--- config.mk ---
export PLATFORM = sky130hd
export DESIGN_NAME = load_store_unit_flat
export DESIGN_NICKNAME = d
export VERILOG_FILES = /design/src/rtl/load_store_unit_if.sv /design/src/rtl/load_store_unit.sv /design/src/flat_wrapper.sv
export SDC_FILE = /design/constraint.sdc
export NUM_CORES = 1
export LEC_CHECK = 0
export ABC_AREA = 1
export BUFFER_PORTS_ARGS = -buffer_cell sky130_fd_sc_hd__buf_2
export CAP_MARGIN = 0
export CORE_MARGIN = 2
export CORE_UTILIZATION = 45
export CTS_BUF_LIST = sky130_fd_sc_hd__clkbuf_16
export DETAILED_ROUTE_END_ITERATION = 12
export GPL_TIMING_DRIVEN = 0
export PLACE_DENSITY = 0.71
export REMOVE_ABC_BUFFERS = 1
export SLEW_MARGIN = 10
export SYNTH_ARGS = -nofsm -noshare
export SYNTH_HDL_FRONTEND = slang
export SYNTH_SLANG_ARGS = --single-unit
--- constraint.sdc ---
create_clock -name clock -period 1.6 [get_ports clock]
set_clock_uncertainty 0.05 [all_clocks]
set_input_delay 0 -clock clock [delete_from_list [all_inputs] [get_ports clock]]
set_output_delay 0 -clock clock [all_outputs]
set_load 0.02 [all_outputs]
--- src/rtl/load_store_unit_if.sv ---
// Bus bundle for load_store_unit: CPU request/response handshake plus the
// word-wide data memory port. master = the LSU, slave = CPU/memory side.
interface load_store_unit_if #(
  parameter int unsigned MEM_AW = 13
);
  logic              req_valid;
  logic              req_ready;
  logic              req_write;
  logic [1:0]        req_size;
  logic              req_signed;
  logic [31:0]       req_addr;
  logic [31:0]       req_wdata;
  logic              resp_valid;
  logic              resp_err;
  logic [31:0]       resp_rdata;
  logic              MemRead;
  logic              MemWrite;
  logic [MEM_AW-1:0] Address;
  logic [31:0]       Write_data;
  logic [31:0]       Read_Data;

  modport master (
    input  req_valid, req_write, req_size, req_signed, req_addr, req_wdata,
           Read_Data,
    output req_ready, resp_valid, resp_err, resp_rdata,
           MemRead, MemWrite, Address, Write_data
  );

  modport slave (
    output req_valid, req_write, req_size, req_signed, req_addr, req_wdata,
           Read_Data,
    input  req_ready, resp_valid, resp_err, resp_rdata,
           MemRead, MemWrite, Address, Write_data
  );
endinterface

--- src/rtl/load_store_unit.sv ---
// Load/store unit: turns byte/half/word CPU requests into word MemRead/MemWrite
// accesses, with read-modify-write for sub-word stores. Optional macro
// LSU_ALIGN_CHECK_EN makes misaligned half/word accesses an error.
module load_store_unit #(
  parameter int unsigned MEM_AW = 13
) (
  input logic              clock,
  input logic              reset,
  load_store_unit_if.master bus
);

  typedef enum logic [2:0] {IDLE, READ, LATCH, WRITE, DONE, ERR} state_t;

  state_t      state;
  logic [1:0]  a_off;
  logic [1:0]  a_size;
  logic        a_signed;
  logic        a_write;
  logic [15:0] a_wdata;

  logic size_bad, range_bad, misalign, req_bad;

  function automatic logic [31:0] load_extract(input logic [31:0] w, input logic [1:0] off,
                                               input logic [1:0] sz, input logic sgn);
    logic [7:0]  b;
    logic [15:0] h;
    logic [31:0] r;
    case (off)
      2'd0: b = w[7:0];
      2'd1: b = w[15:8];
      2'd2: b = w[23:16];
      2'd3: b = w[31:24];
    endcase
    h = off[1] ? w[31:16] : w[15:0];
    case (sz)
      2'b00:   r = {{24{sgn & b[7]}}, b};
      2'b01:   r = {{16{sgn & h[15]}}, h};
      default: r = w;
    endcase
    return r;
  endfunction

  function automatic logic [31:0] store_merge(input logic [31:0] w, input logic [15:0] d,
                                              input logic [1:0] off, input logic [1:0] sz);
    logic [31:0] r;
    r = w;
    if (sz == 2'b00) begin
      case (off)
        2'd0: r[7:0]   = d[7:0];
        2'd1: r[15:8]  = d[7:0];
        2'd2: r[23:16] = d[7:0];
        2'd3: r[31:24] = d[7:0];
      endcase
    end else if (off[1]) begin
      r[31:16] = d;
    end else begin
      r[15:0] = d;
    end
    return r;
  endfunction

  always_comb begin
    size_bad  = (bus.req_size == 2'b11);
    range_bad = ((bus.req_addr >> (MEM_AW + 2)) != '0);
`ifdef LSU_ALIGN_CHECK_EN
    misalign  = ((bus.req_size == 2'b01) && bus.req_addr[0]) ||
                ((bus.req_size == 2'b10) && (bus.req_addr[1:0] != 2'b00));
`else
    misalign  = 1'b0;
`endif
    req_bad   = size_bad || range_bad || misalign;
  end

  assign bus.req_ready = (state == IDLE);

  always_ff @(posedge clock) begin
    if (reset) begin
      state           <= IDLE;
      a_off           <= '0;
      a_size          <= '0;
      a_signed        <= 1'b0;
      a_write         <= 1'b0;
      a_wdata         <= '0;
      bus.resp_valid  <= 1'b0;
      bus.resp_err    <= 1'b0;
      bus.resp_rdata  <= '0;
      bus.MemRead     <= 1'b0;
      bus.MemWrite    <= 1'b0;
      bus.Address     <= '0;
      bus.Write_data  <= '0;
    end else begin
      bus.MemRead    <= 1'b0;
      bus.MemWrite   <= 1'b0;
      bus.resp_valid <= 1'b0;
      bus.resp_err   <= 1'b0;
      bus.resp_rdata <= '0;
      case (state)
        IDLE: begin
          if (bus.req_valid) begin
            a_size   <= bus.req_size;
            a_signed <= bus.req_signed;
            a_write  <= bus.req_write;
            a_wdata  <= bus.req_wdata[15:0];
            // Without the alignment check, halfword/word lanes are forced aligned.
            case (bus.req_size)
              2'b01:   a_off <= {bus.req_addr[1], 1'b0};
              2'b10:   a_off <= 2'b00;
              default: a_off <= bus.req_addr[1:0];
            endcase
            if (req_bad) begin
              bus.resp_valid <= 1'b1;
              bus.resp_err   <= 1'b1;
              state          <= ERR;
            end else begin
              bus.Address <= bus.req_addr[MEM_AW+1:2];
              if (bus.req_write && (bus.req_size == 2'b10)) begin
                bus.Write_data <= bus.req_wdata;
                bus.MemWrite   <= 1'b1;
                state          <= WRITE;
              end else begin
                bus.MemRead <= 1'b1;
                state       <= READ;
              end
            end
          end
        end
        READ: state <= LATCH;
        LATCH: begin
          if (a_write) begin
            bus.Write_data <= store_merge(bus.Read_Data, a_wdata, a_off, a_size);
            bus.MemWrite   <= 1'b1;
            state          <= WRITE;
          end else begin
            bus.resp_rdata <= load_extract(bus.Read_Data, a_off, a_size, a_signed);
            bus.resp_valid <= 1'b1;
            state          <= DONE;
          end
        end
        WRITE: begin
          bus.resp_valid <= 1'b1;
          state          <= DONE;
        end
        DONE:    state <= IDLE;
        ERR:     state <= IDLE;
        default: state <= IDLE;
      endcase
    end
  end

endmodule

--- src/flat_wrapper.sv ---
// flat-port wrapper written by rule: the top's interface ports become plain ports
module load_store_unit_flat 
#(
  parameter int unsigned MEM_AW = 13
)
  (clock, reset, bus_req_valid, bus_req_write, bus_req_size, bus_req_signed, bus_req_addr, bus_req_wdata, bus_Read_Data, bus_req_ready, bus_resp_valid, bus_resp_err, bus_resp_rdata, bus_MemRead, bus_MemWrite, bus_Address, bus_Write_data);
  load_store_unit_if #(.MEM_AW(MEM_AW)) bus_i ();
  input logic clock;
  input logic reset;
  input wire logic [$bits(bus_i.req_valid)-1:0] bus_req_valid;
  input wire logic [$bits(bus_i.req_write)-1:0] bus_req_write;
  input wire logic [$bits(bus_i.req_size)-1:0] bus_req_size;
  input wire logic [$bits(bus_i.req_signed)-1:0] bus_req_signed;
  input wire logic [$bits(bus_i.req_addr)-1:0] bus_req_addr;
  input wire logic [$bits(bus_i.req_wdata)-1:0] bus_req_wdata;
  input wire logic [$bits(bus_i.Read_Data)-1:0] bus_Read_Data;
  output wire logic [$bits(bus_i.req_ready)-1:0] bus_req_ready;
  output wire logic [$bits(bus_i.resp_valid)-1:0] bus_resp_valid;
  output wire logic [$bits(bus_i.resp_err)-1:0] bus_resp_err;
  output wire logic [$bits(bus_i.resp_rdata)-1:0] bus_resp_rdata;
  output wire logic [$bits(bus_i.MemRead)-1:0] bus_MemRead;
  output wire logic [$bits(bus_i.MemWrite)-1:0] bus_MemWrite;
  output wire logic [$bits(bus_i.Address)-1:0] bus_Address;
  output wire logic [$bits(bus_i.Write_data)-1:0] bus_Write_data;
  assign bus_i.req_valid = bus_req_valid;
  assign bus_i.req_write = bus_req_write;
  assign bus_i.req_size = bus_req_size;
  assign bus_i.req_signed = bus_req_signed;
  assign bus_i.req_addr = bus_req_addr;
  assign bus_i.req_wdata = bus_req_wdata;
  assign bus_i.Read_Data = bus_Read_Data;
  assign bus_req_ready = bus_i.req_ready;
  assign bus_resp_valid = bus_i.resp_valid;
  assign bus_resp_err = bus_i.resp_err;
  assign bus_resp_rdata = bus_i.resp_rdata;
  assign bus_MemRead = bus_i.MemRead;
  assign bus_MemWrite = bus_i.MemWrite;
  assign bus_Address = bus_i.Address;
  assign bus_Write_data = bus_i.Write_data;
  load_store_unit #(.MEM_AW(MEM_AW)) u_core (.clock(clock), .reset(reset), .bus(bus_i));
endmodule
==> impl_metrics.env <==
export IMPL_pin_count=185
export IMPL_vias_per_cell=5.78
export IMPL_setup_tns_ns=-2.87
export IMPL_yosysUniqueCellTypes=34
export IMPL_wl_per_cell_um=19.1
export IMPL_dp_hpwl_mm=11.7
export IMPL_antenna_left=0
export IMPL_yosysWarnings=0
export IMPL_netlist_instances=866
export IMPL_cp_start_kind="flop"
export IMPL_seq_area_frac_synth=0.374
export IMPL_die_w_um=116
export IMPL_ys_top_cells_by_area="dfxtp_1 37%, nand2_1 13%, o21ai_0 9.6%"
export IMPL_period_needed_ns=1.73
export IMPL_path_max_fanout=9
export IMPL_port_buffers=184
export IMPL_finalPower_uw=12700
export IMPL_gp_congestion=0.856
export IMPL_drv_cap=0
export IMPL_finalCritPeriodShare=1.08
export IMPL_firstDrtPassIters=7
export IMPL_insertion_delay_ns=0.36
export IMPL_yosysTopAreaCell="dfxtp_1"
export IMPL_grt_ovfl_total=0
export IMPL_route_detailed_drc=0
export IMPL_cp_arrival_ns=1.98
export IMPL_syn_to_final_growth_pct=62.2
export IMPL_leakagePower_uw=0.00443
export IMPL_critPathCaptureType="flop"
export IMPL_timing_rr_end="u_core.bus.resp_rdata[16]"
export IMPL_cts_tree="done"
export IMPL_htree_levels=3
export IMPL_core_area_um2=12500
export IMPL_syn_cell_area_um2=5680
export IMPL_routed_wl_mm=25.9
export IMPL_vias=7828
export IMPL_slew_headroom=0.584
export IMPL_grt_pass1_vias=6924
export IMPL_synth_seq_cells=106
export IMPL_path_clk_slew_ns=0.07
export IMPL_status="finished, violations left"
export IMPL_preCtsSetupSlack_ns=-1.43
export IMPL_grt_usage=0.347
export IMPL_dieArea_um2=13500
export IMPL_cp_data_required_time_ns=1.85
export IMPL_worstSetupEndpoint="u_core.bus.resp_rdata[16]"
export IMPL_synth_top_area_share=0.374
export IMPL_cts_sinks=106
export IMPL_grt_antenna_before_repair=1
export IMPL_drive_gt1_frac=0.340
export IMPL_drt_iter0_drc=1156
export IMPL_grt_max_degree=50
export IMPL_hold_path_class="in -> reg"
export IMPL_fin_nets=1282
export IMPL_finalHoldViolCount=0
export IMPL_postSynthAreaPerCell_um2=6.56
export IMPL_reg2regPathDepth=8
export IMPL_worstReg2RegStart="u_core.a_off[1]"
export IMPL_drv_slew=0
export IMPL_max_slew_worst_pin_slew_ns=0.624
export IMPL_worstSetupPathType="reg -> reg"
export IMPL_failed_checks="setup timing"
export IMPL_ff2ff_setup_slack_ns=-0.13
export IMPL_max_freq_mhz=577
export IMPL_cts_buffers=9
export IMPL_placementRows=41
export IMPL_root_buffer="clkbuf_16"
export IMPL_dieHeight_um=116
export IMPL_cp_startpoint="u_core.a_off[1]"
export IMPL_grt_first_pass_wirelength_mm=36.3
export IMPL_rsz0062_at_grt="true"
export IMPL_peakVddDrop_mv=0.778
export IMPL_finalSetupViolCount=64
export IMPL_fin_ws_ns=-0.132
export IMPL_initial_utilization=0.456
export IMPL_hp_start="bus_Read_Data[2]"
export IMPL_power_density_nw_per_um2=1380
export IMPL_cts_max_path_buffers=2
-- worst max-delay path, cell delays in order (launching register included) --
cell	delay, ns
dfxtp_4	0.38
buf_12	0.16
nor2_4	0.20
inv_6	0.10
nand4_4	0.20
nand4_4	0.24
nand3_2	0.15
nand2_1	0.10
inv_1	0.08
-- cells by family after synthesis --
group | Yosys count | share of synthesized area
flip-flops | 106 | 0.374
adder cells (fa/ha/maj) | 3 | 0.00661
AO/OA/AOI/OAI | 241 | 0.228
AND/OR/NAND/NOR | 398 | 0.302
buffers and inverters | 118 | 0.0888
-- layout make-up --
class,instances,area [µm²]
Antenna cell,1,2.50
Timing Repair inverter,7,51.3
Tap cell,172,215
Multi-Input combinational cell,655,3690
Inverter,63,292
Clock buffer,9,225
Timing Repair Buffer,334,2550
Sequential cell,106,2140
Fill cell,917,3250
Clock inverter,7,37.5
-- through the flow --
stage | util | instance area (µm²) | std cells | hold slack, ns
final | 0.739 | 9210 | 1354 | 0.0111
after global routing | 0.739 | 9210 | 1354 | 0.0289
after CTS | 0.699 | 8720 | 1329 | 0.00319
after detailed placement | 0.530 | 6610 | 1170 | 0.180
after global placement | 0.525 | 6550 | 1167 | 0.172
after floorplan | - | 5410 | 811 | 0.0191
-- layer usage --
metal  up-vias  GRT usage  wire (µm)
met5         -          0          0
met4         0      0.170       1830
met3       199     0.0804       3210
met2       644      0.568      11600
met1      3470      0.432       9330
li1       3515          -          -
-- report_power, final --
| group | total, µW | switching (µW) | internal (µW) |
|---|---|---|---|
| combinational | 7230 | 4510 | 2720 |
| clock | 2120 | 1080 | 1040 |
| sequential | 3400 | 390 | 3010 |
-- Yosys cell counts --
master / n
a211oi_1: 1
a21oi_1: 90
a22oi_1: 6
a2bb2oi_1: 5
a31oi_1: 3
and2_1: 2
buf_1: 7
buf_2: 22
buf_4: 3
buf_6: 3
clkbuf_1: 20
dfxtp_1: 106
ha_1: 3
inv_1: 58
inv_2: 5
nand2_1: 197
nand2_2: 5
nand2_4: 1
nand3_1: 37
nand3b_1: 16
nand4_1: 1
nand4_2: 1
nand4_4: 1
nor2_1: 120
nor2_2: 3
nor2_4: 3
nor3_1: 3
nor3_4: 1
o211ai_1: 19
o21a_1: 1
o21ai_0: 109
o21ai_1: 6
o22ai_1: 1
or2_2: 7
-- what timing repair did --
item                       in CTS  in global routing
hold buffers                   77                  0
gates cloned                   23                  2
setup endpoints to repair     100                 99
resized for setup             103                 85
hold endpoints to repair       86                  0
pin swaps                      16                 20
buffers inserted               43                 24
-- flip-flops by register name, summed over array words and instances (netlist names), 2 cells and up --
name	count
u_core.bus.Write_data	32
u_core.bus.resp_rdata	32
u_core.a_wdata	16
u_core.bus.Address	13
u_core.state	3
u_core.a_off	2
u_core.a_size	2
-- how the worst min path moves through the flow --
stage	to	slack (ns)	cells after the start
final	u_core.bus.resp_rdata[2]	0.01	3
after global routing	u_core.bus.resp_rdata[2]	0.03	3
after CTS	u_core.bus.resp_rdata[7]	0.003	3
after detailed placement	u_core.a_signed	0.18	3
after global placement	u_core.bus.Address[2]	0.17	3
after floorplan	u_core.bus.MemWrite	0.02	1
-- cells in the final DEF (no fill, tap or decap), drive strengths merged --
cell	netlist	routed
buf	35	253
nand2	203	208
nor2	126	129
o21ai	115	115
dfxtp	106	106
a21oi	90	90
dlygate4sd3	0	77
inv	63	61
nand3	37	39
o211ai	19	19
nand3b	16	16
clkbuf	20	12
clkinvlp	0	10
or2	7	7
a22oi	6	6
nand4	3	6
clkinv	0	6
a2bb2oi	5	5
nor3	4	4
a31oi	3	3
ha	3	3
and2	2	2
diode	0	1
o22ai	1	1
a211oi	1	1
o21a	1	1
bufbuf	0	1
(Power assumes the default switching activity.)
